File: src/rtl/cdce62002_spi_master.sv
// CDCE62002 SPI master: shifts 32-bit words LSB first on LE/CLK/MOSI, with an optional read-back frame over MISO.
// Frame is 65*CLK_DIV cycles with LE low, then GAP_CYCLES with LE high; cmd_ready only in IDLE, commands while busy are dropped.
module cdce62002_spi_master #(
  parameter int CLK_DIV    = 1,
  parameter int GAP_CYCLES = 4
) (
  input  logic        sysclk,
  input  logic        reset_INV,
  input  logic        cmd_valid,
  output logic        cmd_ready,
  input  logic [31:0] cmd_data,
  input  logic        cmd_read,
  output logic        rsp_valid,
  output logic [31:0] rsp_data,
  output logic        busy,
  output logic        spi_clk,
  output logic        spi_mosi,
  output logic        spi_cs_INV,
  input  logic        spi_miso
);

  typedef enum logic [2:0] {
    IDLE     = 3'd0,
    WLEAD    = 3'd1,
    RLEAD    = 3'd2,
    SHIFT_HI = 3'd3,
    SHIFT_LO = 3'd4,
    GAP      = 3'd5
  } state_t;

  localparam logic [7:0] H_LAST = 8'(CLK_DIV - 1);
  localparam logic [7:0] G_LAST = 8'(GAP_CYCLES - 1);

  state_t      state, state_nxt;
  logic [7:0]  half_cnt;
  logic [7:0]  gap_cnt;
  logic [4:0]  bit_cnt;
  logic [31:0] tx_sh;
  logic [31:0] rx_sh;
  logic        is_read;
  logic        rd_frame;
  logic        half_done;
  logic        gap_done;
  logic        last_bit;
  logic        accept;

  assign half_done = (half_cnt == H_LAST);
  assign gap_done  = (gap_cnt == G_LAST);
  assign last_bit  = (bit_cnt == 5'd31);
  assign accept    = cmd_valid & cmd_ready;

  always_comb begin
    state_nxt = state;
    case (state)
      IDLE:         if (accept) state_nxt = WLEAD;
      WLEAD, RLEAD: if (half_done) state_nxt = SHIFT_HI;
      SHIFT_HI:     if (half_done) state_nxt = SHIFT_LO;
      SHIFT_LO:     if (half_done) state_nxt = last_bit ? GAP : SHIFT_HI;
      GAP:          if (gap_done) state_nxt = (is_read && !rd_frame) ? RLEAD : IDLE;
      default:      state_nxt = IDLE;
    endcase
  end

  // SPI pins are driven from dedicated flops, updated on the edge that enters each state.
  always_ff @(posedge sysclk or negedge reset_INV) begin
    if (!reset_INV) begin
      state      <= IDLE;
      cmd_ready  <= 1'b0;
      busy       <= 1'b0;
      rsp_valid  <= 1'b0;
      rsp_data   <= '0;
      spi_clk    <= 1'b0;
      spi_mosi   <= 1'b0;
      spi_cs_INV <= 1'b1;
      half_cnt   <= '0;
      gap_cnt    <= '0;
      bit_cnt    <= '0;
      tx_sh      <= '0;
      rx_sh      <= '0;
      is_read    <= 1'b0;
      rd_frame   <= 1'b0;
    end else begin
      state     <= state_nxt;
      cmd_ready <= (state_nxt == IDLE);
      rsp_valid <= 1'b0;
      half_cnt  <= (state_nxt == state) ? half_cnt + 8'd1 : 8'd0;
      gap_cnt   <= (state == GAP) ? gap_cnt + 8'd1 : 8'd0;
      case (state)
        IDLE: if (accept) begin
          tx_sh      <= {1'b0, cmd_data[31:1]};
          spi_mosi   <= cmd_data[0];
          spi_cs_INV <= 1'b0;
          is_read    <= cmd_read;
          rd_frame   <= 1'b0;
          bit_cnt    <= '0;
          rx_sh      <= '0;
          busy       <= 1'b1;
        end
        WLEAD, RLEAD: if (half_done) begin
          spi_clk <= 1'b1;
          if (rd_frame) rx_sh <= {spi_miso, rx_sh[31:1]};
        end
        SHIFT_HI: if (half_done) begin
          spi_clk <= 1'b0;
          if (last_bit) begin
            spi_mosi <= 1'b0;
          end else begin
            spi_mosi <= tx_sh[0];
            tx_sh    <= {1'b0, tx_sh[31:1]};
          end
        end
        SHIFT_LO: if (half_done) begin
          if (last_bit) begin
            spi_cs_INV <= 1'b1;
          end else begin
            bit_cnt <= bit_cnt + 5'd1;
            spi_clk <= 1'b1;
            if (rd_frame) rx_sh <= {spi_miso, rx_sh[31:1]};
          end
        end
        GAP: if (gap_done) begin
          if (is_read && !rd_frame) begin
            // Read frame clocks out zeros while MISO is shifted in.
            rd_frame   <= 1'b1;
            spi_cs_INV <= 1'b0;
            spi_mosi   <= 1'b0;
            tx_sh      <= '0;
            bit_cnt    <= '0;
          end else begin
            rsp_valid <= 1'b1;
            rsp_data  <= is_read ? rx_sh : 32'd0;
            busy      <= 1'b0;
          end
        end
        default: ;
      endcase
    end
  end

endmodule

File: config.mk
export PLATFORM = sky130hd
export DESIGN_NAME = cdce62002_spi_master
export DESIGN_NICKNAME = d
export VERILOG_FILES = /design/src/rtl/cdce62002_spi_master.sv
export SDC_FILE = /design/constraint.sdc
export NUM_CORES = 1
export LEC_CHECK = 0
export ABC_AREA = 1
export CAP_MARGIN = 20
export CORE_MARGIN = 1
export CORE_UTILIZATION = 55
export CTS_CLUSTER_DIAMETER = 50
export CTS_CLUSTER_SIZE = 14
export DETAILED_ROUTE_END_ITERATION = 16
export PLACE_DENSITY_LB_ADDON = 0.1
export SLEW_MARGIN = 20
export SYNTH_ARGS = -nofsm -noshare
export SYNTH_HDL_FRONTEND = slang
export SYNTH_SLANG_ARGS = --single-unit
export TNS_END_PERCENT = 1
File: constraint.sdc
create_clock -name sysclk -period 2.4 [get_ports sysclk]
set_clock_uncertainty 0.1 [all_clocks]
set_input_delay 0.48 -clock sysclk [delete_from_list [all_inputs] [get_ports sysclk]]
set_output_delay 0.48 -clock sysclk [all_outputs]
set_load 0.01 [all_outputs]
# Yosys cells after proc, flatten, opt, wreduce, memory -nomap -nowiden
# Cells that the tools add are included.
# totals
reg_bits	128
input_bits	37
out_inout_bits	38
elab_cells	113
# op_classes
add_sub_neg	3
eq_ne	18
n_mux	54
bitwise_logic	2
n_reduce_logical	21
# op_table
cell	count
$mux 32	11
$pmux 32 s3	2
$mux 5	5
$mux 1	20
$ne 2x2->1 const B	10
$mux 3	6
$reduce_and 6->1	3
$add 8x1->8 const B	2
$mux 8	2
$pmux 3 s5	1
$pmux 5 s3	1
$reduce_and 5->1	3
$reduce_bool 3->1	4
$pmux 1 s3	3
$eq 8x2->1 const B	1
$logic_not 8->1	1
$reduce_and 4->1	2
$eq 3x2->1 const B	2
$eq 3x3->1 const B	2
$logic_not 3->1	2
$add 5x1->5 const B	1
$eq 5x5->1 const B	1
$pmux 1 s2	2
$eq 3x1->1 const B	1
other kinds (10)	10

# Depth between registers and ports, before layout
# Gate-level depths: netlist of the first run.
# logic_depth
ltp_word	7
ltp_mapped	12
ltp_nobuf	12

# Least setup slack after synthesis of the first run
# Ideal clock, no wire load.
# synth_timing
path_kind	flip-flop to flip-flop
startpoint	register bit_cnt[0]
endpoint	register rx_sh[16]
setup_ns	0.126
arrival_time_ns	1.593
required_time_ns	2.174
setup_slack_ns	0.581
stages_incl_launch_ff	10
path_buffers	1
period_less_slack_ns	1.819
cell_sequence	dfrtp_1 > ha_1 > nand2_1 > nor2_1 > ha_1 > o21ai_2 > nand3_4 > buf_2 > nand2_1 > o21ai_0
# synth_via
elab_chain_cells	3
# synth_lines
element	line	rtl
from (decl)	37	logic [4:0] bit_cnt;
from (signal assigned)	116	bit_cnt <= bit_cnt + 5'd1;
$eq 5x5->1	49	assign last_bit = (bit_cnt == 5'd31);
$ne 2x2->1 (no source line)	-	
$reduce_and 5->1 (no source line)	-	
to (signal assigned)	101	if (rd_frame) rx_sh <= {spi_miso, rx_sh[31:1]};
to (signal assigned)	118	if (rd_frame) rx_sh <= {spi_miso, rx_sh[31:1]};
to (decl)	39	logic [31:0] rx_sh;
# No other way between the ends.
# A chain may end at the register's enable or synchronous reset.

# Worst setup path in the final report of the first run
# layout_timing
startpoint	register spi_cs_INV
endpoint	output port spi_cs_INV
# layout_lines
element	line	rtl
from (decl)	18	output logic spi_cs_INV,
from (signal assigned)	74	spi_cs_INV <= 1'b1;
from (signal assigned)	92	spi_cs_INV <= 1'b0;
from (signal assigned)	114	spi_cs_INV <= 1'b1;
# No word-level cell between the ends.

==> run summary, run 1 <==
RSZ-0062 raised after global routing = no
CTS tree = built
Routed vias = 4,693
P_int = 0.00379 W
Crit-path slowest cell = dfstp_2
Lkg Pwr = 3.32 nW
Clock buffer depth = 2
Commonest cells after routing, fill and taps aside = nand2_1, dfrtp_1, clkdlybuf4s50_1, o21ai_0, inv_1
Post-synth top flop = dfrtp_1
Max Cap Viol = 0
Number of global-route vias before repair = 4,529
Post-DR vias/cell = 5.35
Crit-path max FO = 2
Final hold violation count = 0
Setup violations, final = 0
Worst path cell trace = clkdlybuf4s50_1
Hold Crit Class = in -> async
Avg Inst Size Synth = 8.81 µm²
Final net count = 772
R2R cell count = 9
FILL cells = 836
IO Count = 75
Netlist Area Pre-Place = 0.00580 mm²
Crit path capture type = output port
Largest delay contributor family on the critical path = flip-flops
Pins Over Slew Limit = 0
Setup_tns = 0 ns
Clock sinks = 127
Setup Buffers After CTS = 0
Residual DRC = 0
Register area share after synthesis = 0.548
H-tree depth = 4
Synthesis-to-layout area growth = 25.2%
Critical path required time = 1.82 ns
Crit path largest cell delay = 0.54 ns
Antenna-violating nets left = 0
Gate Count Post-Synth = 658
Net Switching = 0.000965 W
CTS Root Cell = clkbuf_8
Cell variety after synth = 34
Overall Global Routing Usage = 0.241
Initial Utilization = 0.564
Worst Path Buf+Inv = 1
Register bit total from synthesis = 127
Final period utilization = 0.901
Final WL = 12.3 mm
Die area = 0.0110 mm²
RR Startpoint = bit_cnt[0]
Max Clk Rate = 463 MHz
Most common cell after layout, fill and taps aside = nand2_1
CP Launch Type = flop
Crit path DAT = 1.58 ns
Largest net degree at the start of global routing = 71
Final core utilization = 0.706
1st-iter DRT viols = 208
Kind of critical path = reg -> out
Clock latency on the worst-skew pair = 0.52 ns
R2R setup slack = 0.36 ns
Clock transition at the registers of the reported paths = 0.06 ns
Placer congestion estimate = 0.807
TritonCTS buffer count = 17
Core area = 0.0103 mm²
Antenna cells = 0
Syn nets = 700
Combinational Power Share = 0.023
VDD IR max = 0.606 mV
Post-synth ARST share = 1.00
Run status = finished clean
Switching Share = 0.203
Sequential power share = 0.450
RR Endpoint = rx_sh[7]
Layout cells sized above 1 = 0.0903
Die height = 105 µm
Die W = 105 µm
Hpwl dp = 7.63 mm
Post-route minimum period = 2.16 ns
# rows = 37
Worst rel slew slack = 0.748
Number of port buffers = 74
Power density cells = 655 mW/mm²
Total grt overflow = 0
DR WL/cell = 14.0 µm
First-pass GRT wire length = 20.9 mm
DRT Pass-1 Iters = 5
YS warnings = 0
Post-synth EDFFs = 0
Worst slew pin tran = 0.378 ns
Initial antenna violation count = 0
Clk pwr share = 0.527
-- kinds of logic (layout without fill, tap and decap cells) --
logic type / Yosys count / after routing / synth area share
flops: 127 / 127 / 0.548
xor+xnor: 7 / 7 / 0.0106
simple gates: 273 / 273 / 0.204
compound gates: 153 / 153 / 0.158
fa+ha+maj: 5 / 5 / 0.0108
buf+inv: 93 / 177 / 0.0684
-- sequential cells by signal (all words and copies together) (netlist names), 3 cells and up --
name and flops:
bit_cnt 5, gap_cnt 8, rx_sh 32, half_cnt 8
rsp_data 32, tx_sh 31, state 3
-- worst max path at each step --
stage               startpoint     endpoint  slack [ns]  cells after the start
global route        spi_cs_INV   spi_cs_INV        0.19                      1
CTS                 spi_cs_INV   spi_cs_INV        0.21                      1
detailed placement   cmd_valid  half_cnt[1]        0.34                      9
global placement     cmd_valid  half_cnt[0]        0.39                      9
finish              spi_cs_INV   spi_cs_INV        0.24                      1
floorplan           bit_cnt[0]    rx_sh[16]        0.58                      9
-- per-stage QoR --
| stage | worst slack, ns | cell area (µm²) | hold WS, ns | std cells | total power, W |
|---|---|---|---|---|---|
| 2_1_floorplan | 0.581 | 5800 | 0.0844 | 658 | 0.00218 |
| 3_3_place_gp | 0.394 | 6670 | 0.191 | 846 | 0.00229 |
| 3_5_place_dp | 0.339 | 6670 | 0.192 | 846 | 0.00229 |
| 4_1_cts | 0.213 | 7260 | 0.195 | 878 | 0.00480 |
| 5_1_grt | 0.190 | 7260 | 0.210 | 878 | 0.00490 |
| 6_report | 0.238 | 7260 | 0.209 | 878 | 0.00476 |
-- power groups by stage --
stage / logic, W / registers [W] / clock network, W
6_report: 0.000108 / 0.00214 / 0.00251
3_5_place_dp: 0.000111 / 0.00218 / 0
4_1_cts: 0.000113 / 0.00214 / 0.00255
5_1_grt: 0.000122 / 0.00214 / 0.00264
3_3_place_gp: 0.000110 / 0.00218 / 0
-- Yosys cell counts (all sizes together) (2+ instances only) --
cell    instances  area [µm²]
a21oi           8        40.0
nor2           34         150
o21ai         111         578
inv            59         224
nand3          54         313
ha              5        62.6
xnor2           2        17.5
xor2            5        43.8
nor3            6        30.0
clkbuf         15        58.8
buf            19         114
dfrtp         126        3150
nand2         176         671
a22o           30         263
-- layout make-up --
cell class / instances / area, µm² / area share
multi-input cells: 438 / 2220 / 0.306
well taps: 136 / 170 / 0.0234
clock inverters: 12 / 144 / 0.0198
repair buffers: 87 / 888 / 0.122
clock buffers: 19 / 432 / 0.0595
inverters: 59 / 224 / 0.0309
flip-flops and latches: 127 / 3180 / 0.438
-- repair_timing --
action | in CTS | in global routing
endpoints found under the hold margin | 126 | 0
gates resized for setup | 0 | 0
hold buffers | 1 | 0
-- routing by layer --
| layer | track usage | up-vias | share of wire |
|---|---|---|---|
| li1 | - | 2310 | - |
| met3 | 0.0636 | 12 | 0.043 |
| met2 | 0.397 | 94 | 0.49 |
| met4 | 0.0785 | 0 | 0.011 |
| met1 | 0.309 | 2277 | 0.46 |
| met5 | 0 | - | 0 |
No activity file was read; power rests on OpenSTA's default activity.
==> run 2: changes to the inputs <==
Settings changed: CTS_CLUSTER_DIAMETER 50 to 60, GPL_TIMING_DRIVEN from default to 0.
==> run summary, run 2 (synthesis results as in run 1) <==
Worst hold path depth = 1
# rows = 37
Biggest regs = rsp_data x32, rx_sh x32, tx_sh x31
Number of port buffers = 74
Largest net degree at the start of global routing = 78
Initial Utilization = 0.564
Cell area after layout = 0.00732 mm²
CP Launch Type = flop
DP Worst Slack = 0.284 ns
DRT Pass-1 Iters = 4
Crit path DAT = 1.57 ns
Cells after DPL = 869
Run status = finished clean
Total grt overflow = 0
Final period utilization = 0.895
Clock transition at the registers of the reported paths = 0.06 ns
Number of global-route vias before repair = 4,841
Commonest cells after routing, fill and taps aside = nand2_1, dfrtp_1, clkdlybuf4s50_1, o21ai_0, inv_1
Final hold violation count = 0
DR WL/cell = 14.2 µm
Hold Crit Class = reg -> reg
Max Clk Rate = 465 MHz
Placer congestion estimate = 0.812
Clock latency on the worst-skew pair = 0.52 ns
Most common cell after layout, fill and taps aside = nand2_1
Post-route minimum period = 2.15 ns
FILL cells = 814
Largest delay contributor family on the critical path = flip-flops
Crit path capture type = output port
Synthesis-to-layout area growth = 26.3%
First-pass GRT wire length = 22.3 mm
Min-delay src = gap_cnt[0]
Setup_tns = 0 ns
Worst rel slew slack = 0.677
Residual DRC = 0
Worst path cell trace = clkdlybuf4s50_1
Power density cells = 647 mW/mm²
TritonCTS buffer count = 17
VDD IR max = 0.535 mV
1st-iter DRT viols = 338
Worst Path Buf+Inv = 1
Final setup margin = 0.251 ns
Setup violations, final = 0
Routed vias = 4,788
Hold endpoint = gap_cnt[0]
Hpwl dp = 8.58 mm
Max Cap Viol = 0
Crit-path slowest cell = dfstp_2
Dpl cell area = 0.00674 mm²
RR Endpoint = rx_sh[5]
Clock sinks = 127
Final core utilization = 0.713
Die area = 0.0110 mm²
Crit-path max FO = 2
Die W = 105 µm
Final net count = 795
Layout cells sized above 1 = 0.103
R2R setup slack = 0.27 ns
Gates resized, CTS repair = 0
Post-DR vias/cell = 5.31
RR Startpoint = bit_cnt[0]
Antenna-violating nets left = 0
RSZ-0062 raised after global routing = no
R2R cell count = 8
Antenna cells = 0
Pins Over Slew Limit = 0
H-tree depth = 4
Kind of critical path = reg -> out
Overall Global Routing Usage = 0.256
Clock buffer depth = 2
Crit path largest cell delay = 0.53 ns
Initial antenna violation count = 0
CTS tree = built
Worst slew pin tran = 0.485 ns
Fin cells = 902
Die height = 105 µm
Lkg Pwr = 3.37 nW
Core area = 0.0103 mm²
CTS Root Cell = clkbuf_8
Final WL = 12.8 mm
Critical path required time = 1.82 ns
IO Count = 75
-- run 2: changes by cell type in the layout (fill, tap and decap cells not counted), sizes merged --
cell,delta
clkinv,-1
bufinv,-1
clkbuf,+15
buf,+8
inv,+3
-- run 2: report_power, final --
part           total, W  internal, W  switching, W
Sequential      0.00214      0.00214             0
Clock           0.00249      0.00153      0.000955
Combinational  0.000107    0.0000567     0.0000506
-- run 2: routing by layer --
layer | vias to the layer above | global-route usage | part of all wire
met1 | 2312 | 0.329 | 0.46
met4 | 0 | 0.0865 | 0.010
li1 | 2363 | - | -
met3 | 13 | 0.0618 | 0.036
met2 | 100 | 0.424 | 0.50
met5 | - | 0 | 0
-- run 2: cell type report --
type,count,area [µm²],area share
clock buffers,19,442,0.0603
flip-flops and latches,127,3180,0.434
plain buffers,34,173,0.0236
multi-input cells,438,2220,0.303
well taps,136,170,0.0232
repair buffers,76,779,0.106
clock inverters,13,135,0.0185
inverters,59,224,0.0306
-- run 2: worst max path at each step --
stage          cells past startpoint         from            to  slack [ns]
6_report                           1   spi_cs_INV    spi_cs_INV        0.25
2_1_floorplan                      9   bit_cnt[0]     rx_sh[16]        0.58
3_3_place_gp                       1    reset_INV  rsp_data[22]       -4.14
4_1_cts                            1   spi_cs_INV    spi_cs_INV        0.24
5_1_grt                            9  half_cnt[0]      rx_sh[5]        0.06
3_5_place_dp                       9    cmd_valid      rx_sh[2]        0.28
-- run 2: through the flow --
stage	total power (W)	hold WS (ns)
after CTS	0.00477	0.360
after global routing	0.00488	0.379
after global placement	0.00228	0.346
after detailed placement	0.00229	0.352
final	0.00474	0.357
after floorplan	0.00218	0.0844
-- run 2: what timing repair did --
| item | CTS | global route |
|---|---|---|
| setup buffers | 0 | 0 |
| hold endpoints to repair | 49 | 0 |
| hold buffers | 1 | 0 |
